<file path="config.mk">
export PLATFORM = sky130hd
export DESIGN_NAME = controlador_minmax
export DESIGN_NICKNAME = d
export VERILOG_FILES = /design/src/rtl/controlador_minmax_pkg.sv /design/src/rtl/comparador_8bits.sv /design/src/rtl/controlador_minmax.sv
export SDC_FILE = /design/constraint.sdc
export NUM_CORES = 1
export LEC_CHECK = 0
export CAP_MARGIN = 5
export CORE_ASPECT_RATIO = 0.75
export CORE_MARGIN = 2
export CORE_UTILIZATION = 57
export DETAILED_ROUTE_END_ITERATION = 8
export MAX_ROUTING_LAYER = met4
export PLACE_DENSITY = 0.85
export SYNTH_ARGS = -nofsm -noshare
export SYNTH_HDL_FRONTEND = slang
export SYNTH_SLANG_ARGS = --single-unit
</file>
<file path="constraint.sdc">
create_clock -name clk -period 9.2 [get_ports clk]
set_clock_uncertainty 0.15 [all_clocks]
set_input_delay 1.38 -clock clk [delete_from_list [all_inputs] [get_ports clk]]
set_output_delay 1.38 -clock clk [all_outputs]
set_load 0.02 [all_outputs]
</file>
<file path="src/rtl/controlador_minmax_pkg.sv">
// Shared definitions for the min/max reduction sequencer: FSM state encoding
// and the default width of the length/index fields.
package controlador_minmax_pkg;

  localparam int LARGURA_LEN_DEF = 4;

  typedef enum logic [2:0] {
    ST_IDLE    = 3'd0,
    ST_RECEBE  = 3'd1,
    ST_CMP_MAX = 3'd2,
    ST_CMP_MIN = 3'd3,
    ST_FIM     = 3'd4
  } estado_t;

endpackage

</file>
<file path="src/rtl/comparador_8bits.sv">
// Unsigned 8-bit magnitude comparator, purely combinational.
// Exactly one of the three flags is high for any pair of known inputs.
module comparador_8bits (
  input  logic [7:0] a,
  input  logic [7:0] b,
  output logic       a_gt_b,
  output logic       a_eq_b,
  output logic       a_lt_b
);

  assign a_gt_b = (a > b);
  assign a_eq_b = (a == b);
  assign a_lt_b = (a < b);

endmodule

</file>
<file path="src/rtl/controlador_minmax.sv">
// Scans a stream of unsigned bytes and tracks the maximum and minimum values
// with the index of their first occurrence, sharing one comparator over time.
module controlador_minmax
  import controlador_minmax_pkg::*;
#(
  parameter int LARGURA_LEN = LARGURA_LEN_DEF
) (
  input  logic                   clk,
  input  logic                   rst_n,
  input  logic                   start,
  input  logic [LARGURA_LEN-1:0] len,
  input  logic [7:0]             dado,
  input  logic                   dado_valid,
  output logic                   dado_ready,
  output logic [7:0]             max_out,
  output logic [7:0]             min_out,
  output logic [LARGURA_LEN-1:0] idx_max,
  output logic [LARGURA_LEN-1:0] idx_min,
  output logic                   busy,
  output logic                   done,
  output logic                   vazio
);

  localparam logic [LARGURA_LEN-1:0] UM   = LARGURA_LEN'(1);
  localparam logic [LARGURA_LEN-1:0] ZERO = '0;

  estado_t                state, state_next;
  logic [LARGURA_LEN-1:0] rem, idx;
  logic [7:0]             dado_reg;
  logic [7:0]             cmp_b;
  logic                   a_gt_b, a_eq_b, a_lt_b;
  logic                   transfer;

  // The single comparator always sees the latched operand; only b is muxed.
  assign cmp_b = (state == ST_CMP_MAX) ? max_out : min_out;

  comparador_8bits u_cmp (
    .a      (dado_reg),
    .b      (cmp_b),
    .a_gt_b (a_gt_b),
    .a_eq_b (a_eq_b),
    .a_lt_b (a_lt_b)
  );

  assign transfer = dado_valid & dado_ready;

  always_ff @(posedge clk or negedge rst_n) begin
    if (!rst_n) state <= ST_IDLE;
    else        state <= state_next;
  end

  // NOTE: every output of this block gets a default first so that no path
  // leaves a signal unassigned, which would otherwise infer a latch.
  always_comb begin
    state_next = state;
    dado_ready = 1'b0;
    busy       = (state != ST_IDLE);
    done       = 1'b0;
    unique case (state)
      ST_IDLE: begin
        if (start) state_next = (len == ZERO) ? ST_FIM : ST_RECEBE;
      end
      ST_RECEBE: begin
        dado_ready = 1'b1;
        if (transfer) begin
          if (idx == ZERO) state_next = (rem == UM) ? ST_FIM : ST_RECEBE;
          else             state_next = ST_CMP_MAX;
        end
      end
      ST_CMP_MAX: state_next = ST_CMP_MIN;
      ST_CMP_MIN: state_next = (rem == UM) ? ST_FIM : ST_RECEBE;
      ST_FIM: begin
        done       = 1'b1;
        state_next = ST_IDLE;
      end
      default: state_next = ST_IDLE;
    endcase
  end

  // NOTE: sequential state uses non-blocking assignments so every register
  // samples the pre-edge values, independent of statement order.
  always_ff @(posedge clk or negedge rst_n) begin
    if (!rst_n) begin
      rem      <= '0;
      idx      <= '0;
      dado_reg <= '0;
      max_out  <= '0;
      min_out  <= '0;
      idx_max  <= '0;
      idx_min  <= '0;
      vazio    <= 1'b0;
    end else begin
      unique case (state)
        ST_IDLE: begin
          if (start) begin
            if (len == ZERO) begin
              vazio <= 1'b1;
            end else begin
              rem   <= len;
              idx   <= '0;
              vazio <= 1'b0;
            end
          end
        end
        ST_RECEBE: begin
          if (transfer) begin
            dado_reg <= dado;
            // The first operand seeds both extremes without a comparison.
            if (idx == ZERO) begin
              max_out <= dado;
              min_out <= dado;
              idx_max <= '0;
              idx_min <= '0;
              idx     <= idx + UM;
              rem     <= rem - UM;
            end
          end
        end
        ST_CMP_MAX: begin
          if (a_gt_b) begin
            max_out <= dado_reg;
            idx_max <= idx;
          end
        end
        ST_CMP_MIN: begin
          if (a_lt_b) begin
            min_out <= dado_reg;
            idx_min <= idx;
          end
          idx <= idx + UM;
          rem <= rem - UM;
        end
        default: ;
      endcase
    end
  end

endmodule
</file>
### Word-level counts from Yosys, hierarchy flattened

Cells that the tools add are included.

| word-level totals | value |
|---|---|
| word-level logic and storage cells | 70 |
| output and inout port bits | 28 |
| bits in registers | 44 |
| input port bits | 16 |

| cells by class | value |
|---|---|
| add/subtract/negate cells | 2 |
| magnitude comparators | 2 |
| reduce and logical (&&, ||, !) cells | 13 |
| equality and inequality tests | 11 |
| bitwise logic cells | 1 |
| muxes and demuxes | 32 |

Operator list:

| kind | count |
|---|---|
| $mux W4 | 12 |
| $mux W8 | 5 |
| $pmux W8 S2 | 2 |
| $pmux W4 S3 | 2 |
| $pmux W4 S2 | 2 |
| $mux W3 | 5 |
| $ne A2 B2 Y1 const B | 6 |
| $pmux W3 S4 | 1 |
| $gt A8 B8 Y1 | 1 |
| $logic_not A4 Y1 | 2 |
| $lt A8 B8 Y1 | 1 |
| $reduce_and A4 Y1 | 2 |
| $eq A3 B2 Y1 const B | 2 |
| $reduce_and A2 Y1 | 3 |
| $reduce_bool A3 Y1 | 2 |
| $reduce_and A5 Y1 | 1 |
| $add A4 B1 Y4 const B | 1 |
| $eq A4 B1 Y1 const B | 1 |
| $reduce_bool A2 Y1 | 2 |
| $sub A4 B1 Y4 const B | 1 |
| $eq A3 B1 Y1 const B | 1 |
| $eq A3 B3 Y1 const B | 1 |
| $logic_not A3 Y1 | 1 |
| $mux W1 | 3 |
| $and A1 B1 Y1 | 1 |

### Logic depth before layout (Yosys ltp)

| logic depth | value |
|---|---|
| depth after elaboration | 5 |
| depth in mapped cells | 14 |
| depth with buffers taken out | 10 |

### Modules after synthesis

From an unflattened synthesis, not the netlist that was laid out.

| second synthesis, totals | value |
|---|---|
| cell total of the unflattened synthesis | 232 |
| area, all modules | 2581.2 sq um |

By module, submodules not included:

| module | times used | area an instance (sq um) | cells each | seq. area each (sq um) |
|---|---|---|---|---|
| controlador_minmax | 1 | 2356.0 | 203 | 1101.1 |
| comparador_8bits | 1 | 225.2 | 29 | 0.0 |

### Worst setup path after synthesis

No wires, ideal clock.

| path | value |
|---|---|
| path type | flip-flop to flip-flop |
| start point | reg state[0] |
| end point | reg idx_min[0] |
| stages on the path, launching flop included | 13 |
| arrival time | 2950 ps |
| period minus slack after synthesis | 3225 ps |
| slack | 5975 ps |
| library setup time | 125 ps |
| buffers on the path | 3 |
| data required time | 8925 ps |
| cell sequence | dfrtp_1 > buf_6 > nor2b_1 > nor2b_1 > clkbuf_1 > nand2_1 > a21boi_0 > ha_1 > a21oi_1 > a21oi_1 > o31ai_2 > buf_6 > mux2_4 |

| between the ends | value |
|---|---|
| longest elaborated chain between the ends | 5 |
| elaborated cells between the ends (all ways) | 13 |
| those cells by class | 1 x order compare; 6 x eq/ne; 3 x mux; 1 x bitwise; 2 x reduce/logical |

RTL lines:

| item | RTL line | RTL |
|---|---|---|
| start: declaration | controlador_minmax.sv:27 | `estado_t state, state_next;` |
| start signal: assignment | controlador_minmax.sv:49 | `else state <= state_next;` |
| $eq A3 B2 Y1 or $eq A3 B1 Y1 (tied branches) | controlador_minmax.sv:35, controlador_minmax.sv:59, controlador_minmax.sv:93 |  |
| $mux W8 or $mux W1 (tied branches) | controlador_minmax.sv:35, controlador_minmax.sv:59 |  |
| $lt A8 B8 Y1 or $and A1 B1 Y1 (tied branches) | comparador_8bits.sv:13, controlador_minmax.sv:45 |  |
| $ne A2 B2 Y1 (no line) | -- |  |
| $reduce_and A4 Y1 (no line) | -- |  |
| end signal: assignment | controlador_minmax.sv:128 | `idx_min <= idx;` |
| end: declaration | controlador_minmax.sv:18 | `output logic [LARGURA_LEN-1:0] idx_min,` |

Parallel ways exist; a longest one is shown, timed or not.
A chain may end at the register's enable or synchronous reset.

### Worst setup path in the final report

| path | value |
|---|---|
| start point | reg state[1] |
| end point | reg idx_min[3] |

The elaborated chain is that of the path after synthesis.

==> flow_metrics.py <==
metrics = {
    "outcome": {
        "status": "finished clean",
    },
    "synthesis": {
        "synth_fa_ha_area_frac": 0.05682,
        "synth.most_common_cell": "dfrtp_1",
        "synthTopCellsByCount": "dfrtp_1, nand2_1, mux2_2",
        "netlist_area_um2": 2643,
        "synth_area_leaders": "dfrtp_1, mux2_2, ha_1",
        "synthDominantCellAreaShare": 0.4167,
        "ys_types": 53,
        "synthMuxAreaShare": 0.1539,
        "syn_area_per_cell_um2": 10.96,
        "yosys_warnings": 0,
        "async_flop_share": 1.000,
        "synth_compound_area_frac": 0.1667,
        "synth-seq-area-share": 0.4167,
        "syn-num-nets": 269,
        "synth-xor-area-share": 0.003314,
        "synth_cells": 241,
        "synth_top_cell_by_area": "dfrtp_1",
        "ys_seq_elements": 44,
        "yosys_most_used_dff": "dfrtp_1",
        "yosys.area_share.simple": 0.1619,
        "synth_edf_count": 0,
        "synth_top_family_by_area": "compound AO/OA/AOI/OAI gates",
    },
    "placed_design": {
        "numPortBuffers": 43,
        "routabilityCongestion": 0.9064,
        "hpwl_um": 4194,
        "dpl_cell_area_um2": 3073,
    },
    "min_path": {
        "hp-class": "flop to flop",
    },
    "grt": {
        "grt_usage": 0.2577,
        "grt_max_degree": 45,
        "grt_pass1_vias": 1978,
        "grt_pass1_wl_um": 9936,
        "grt_overflow": 0,
        "antenna_found_initial": 0,
    },
    "final_layout": {
        "fin_nets": 310,
        "synthToLayoutAreaGrowth_pct": 19.70,
        "post-route-cell-area_um2": 3163,
        "utilization": 0.7081,
        "num_antenna_cells": 0,
        "fillers": 357,
        "layout-drive-gt1-share": 0.1696,
    },
    "route": {
        "drt_wl_total_um": 5895,
        "drt_iter0_markers": 95,
        "vias_per_cell": 6.047,
        "wl_met3_um": 368,
        "wl_met1_um": 2896,
        "vias": 2056,
        "routed.top_layer": "met4",
        "drc": 0,
        "wire_per_inst_um": 17.34,
        "first_pass_iters": 4,
        "dr_wl_met2_um": 2574,
        "antenna_left": 0,
    },
    "die": {
        "initial_utilization": 0.5916,
        "die_w_um": 82.62,
        "dieHeight_um": 62.97,
        "coreArea_um2": 4467,
        "die-area_um2": 5202,
        "fp-row-count": 21,
        "ioPinCount": 44,
    },
    "cts": {
        "cts_hold_buf": 0,
        "root_buffer": "clkbuf_8",
        "path_clk_slew_ns": 0.08,
        "cts_made_buffers": 5,
        "clk_path_buf_depth": 2,
        "clk_latency_ns": 0.30,
        "cts_resized": 0,
        "cts.sinks": 44,
        "tritoncts": "done",
        "htreeDepth": 2,
        "postCtsSetupRepairBufs": 0,
    },
    "worst_setup_path": {
        "critPathRequiredTime_ns": 9.24,
        "end_kind": "flop",
        "crit_type": "flop to flop",
        "startpoint_type": "flop",
        "arrival_ns": 3.86,
        "crit_fanout": 21,
    },
    "sta": {
        "fin_crit_sh": 0.4161,
        "hold_viol_final": 0,
        "fmax_mhz": 261.2,
        "relSlewSlack": 0.3600,
        "setup_viol": 0,
        "setup_tns_ns": 0,
        "drv_slew": 0,
        "timing.final.crit_period_ns": 3.828,
        "rsz0062_at_grt": "false",
        "tightest_slew_ns": 0.9600,
    },
    "job": {
        "drv_cap": 0,
    },
    "power": {
        "powerDensity_nw_per_um2": 384.9,
        "leakage_nw": 1.308,
        "vdd_ir_drop_max_mv": 0.1968,
    },
}
==> per-stage QoR <==
| stage | setup WS, ns | hold WS (ns) | std cells | total power [mW] |
|---|---|---|---|---|
| after CTS | 5.385 | 0.3619 | 340 | 1.221 |
| after detailed placement | 5.120 | 0.3451 | 332 | 1.092 |
| final | 5.372 | 0.3648 | 340 | 1.217 |
| after global routing | 5.088 | 0.3851 | 340 | 1.307 |
| after floorplan | 5.975 | 0.3190 | 241 | 0.8882 |
| after global placement | 5.196 | 0.3276 | 332 | 1.072 |
==> path summary, 6_finish.rpt <==
kind	slack, ns	start	cells past startpoint	to
min in group asynchronous	1.08	rst_n	1	max_out[2]
worst min register to register	0.36	rem[1]	2	rem[1]
worst max register to register	5.37	state[1]	11	idx_min[3]
max in group asynchronous	7.22	rst_n	1	idx_max[2]
worst max-delay path	5.37	state[1]	11	idx_min[3]
worst min-delay path	0.36	rem[1]	2	rem[1]
==> report_power, final <==
| part | internal (mW) | switching (mW) |
|---|---|---|
| combinational | 0.333 | 0.383 |
| sequential | 0.282 | 0.0932 |
| clock | 0.0613 | 0.0650 |
| total | 0.676 | 0.542 |
==> routing by layer <==
layer | GRT usage | vias up
met1 | 0.3933 | 1022
met3 | 0.05058 | 7
met2 | 0.3468 | 61
li1 | - | 966
met4 | 0.07377 | 0
met5 | - | -
==> critical path, stage by stage, from the launching register on <==
cell      delay, ns
dfrtp_1        0.62
nor2b_1        0.30
nor2b_1        0.17
buf_4          0.27
nand2_1        0.10
a21boi_0       0.14
ha_1           0.36
a21oi_1        0.35
a21oi_1        0.14
o31ai_2        0.47
buf_4          0.31
mux2_2         0.35
==> cell families (layout without fill, tap and decap cells) <==
kind of cell / count (synthesis) / in the layout
simple gates: 74 / 74
compound gates: 58 / 58
flops: 44 / 44
mux: 34 / 34
buf+inv: 18 / 60
fa+ha+maj: 12 / 12
xor+xnor: 1 / 1
==> placed cells by master (no fill, tap or decap), types with 7 or more instances in the layout <==
| cell type | n |
|---|---|
| nor2_1 | 10 |
| and2_1 | 8 |
| a21boi_0 | 7 |
| mux2_2 | 17 |
| dfrtp_1 | 44 |
| inv_1 | 7 |
| nand2_1 | 22 |
| a21oi_1 | 7 |
| mux2_4 | 9 |
| mux2i_1 | 8 |
| o21ai_0 | 8 |
| clkdlybuf4s50_1 | 42 |
| ha_1 | 12 |
| o211ai_1 | 14 |
==> final cells by class <==
type	count	area [um2]	share of cell area
Timing Repair Buffer	45	440.4	0.1392
Clock buffer	8	90.09	0.02848
Sequential cell	44	1101	0.3481
Inverter	7	26.28	0.008307
Multi-Input combinational cell	179	1434	0.4533
Tap cell	57	71.32	0.02255
No activity file was read; power rests on OpenSTA's default activity.
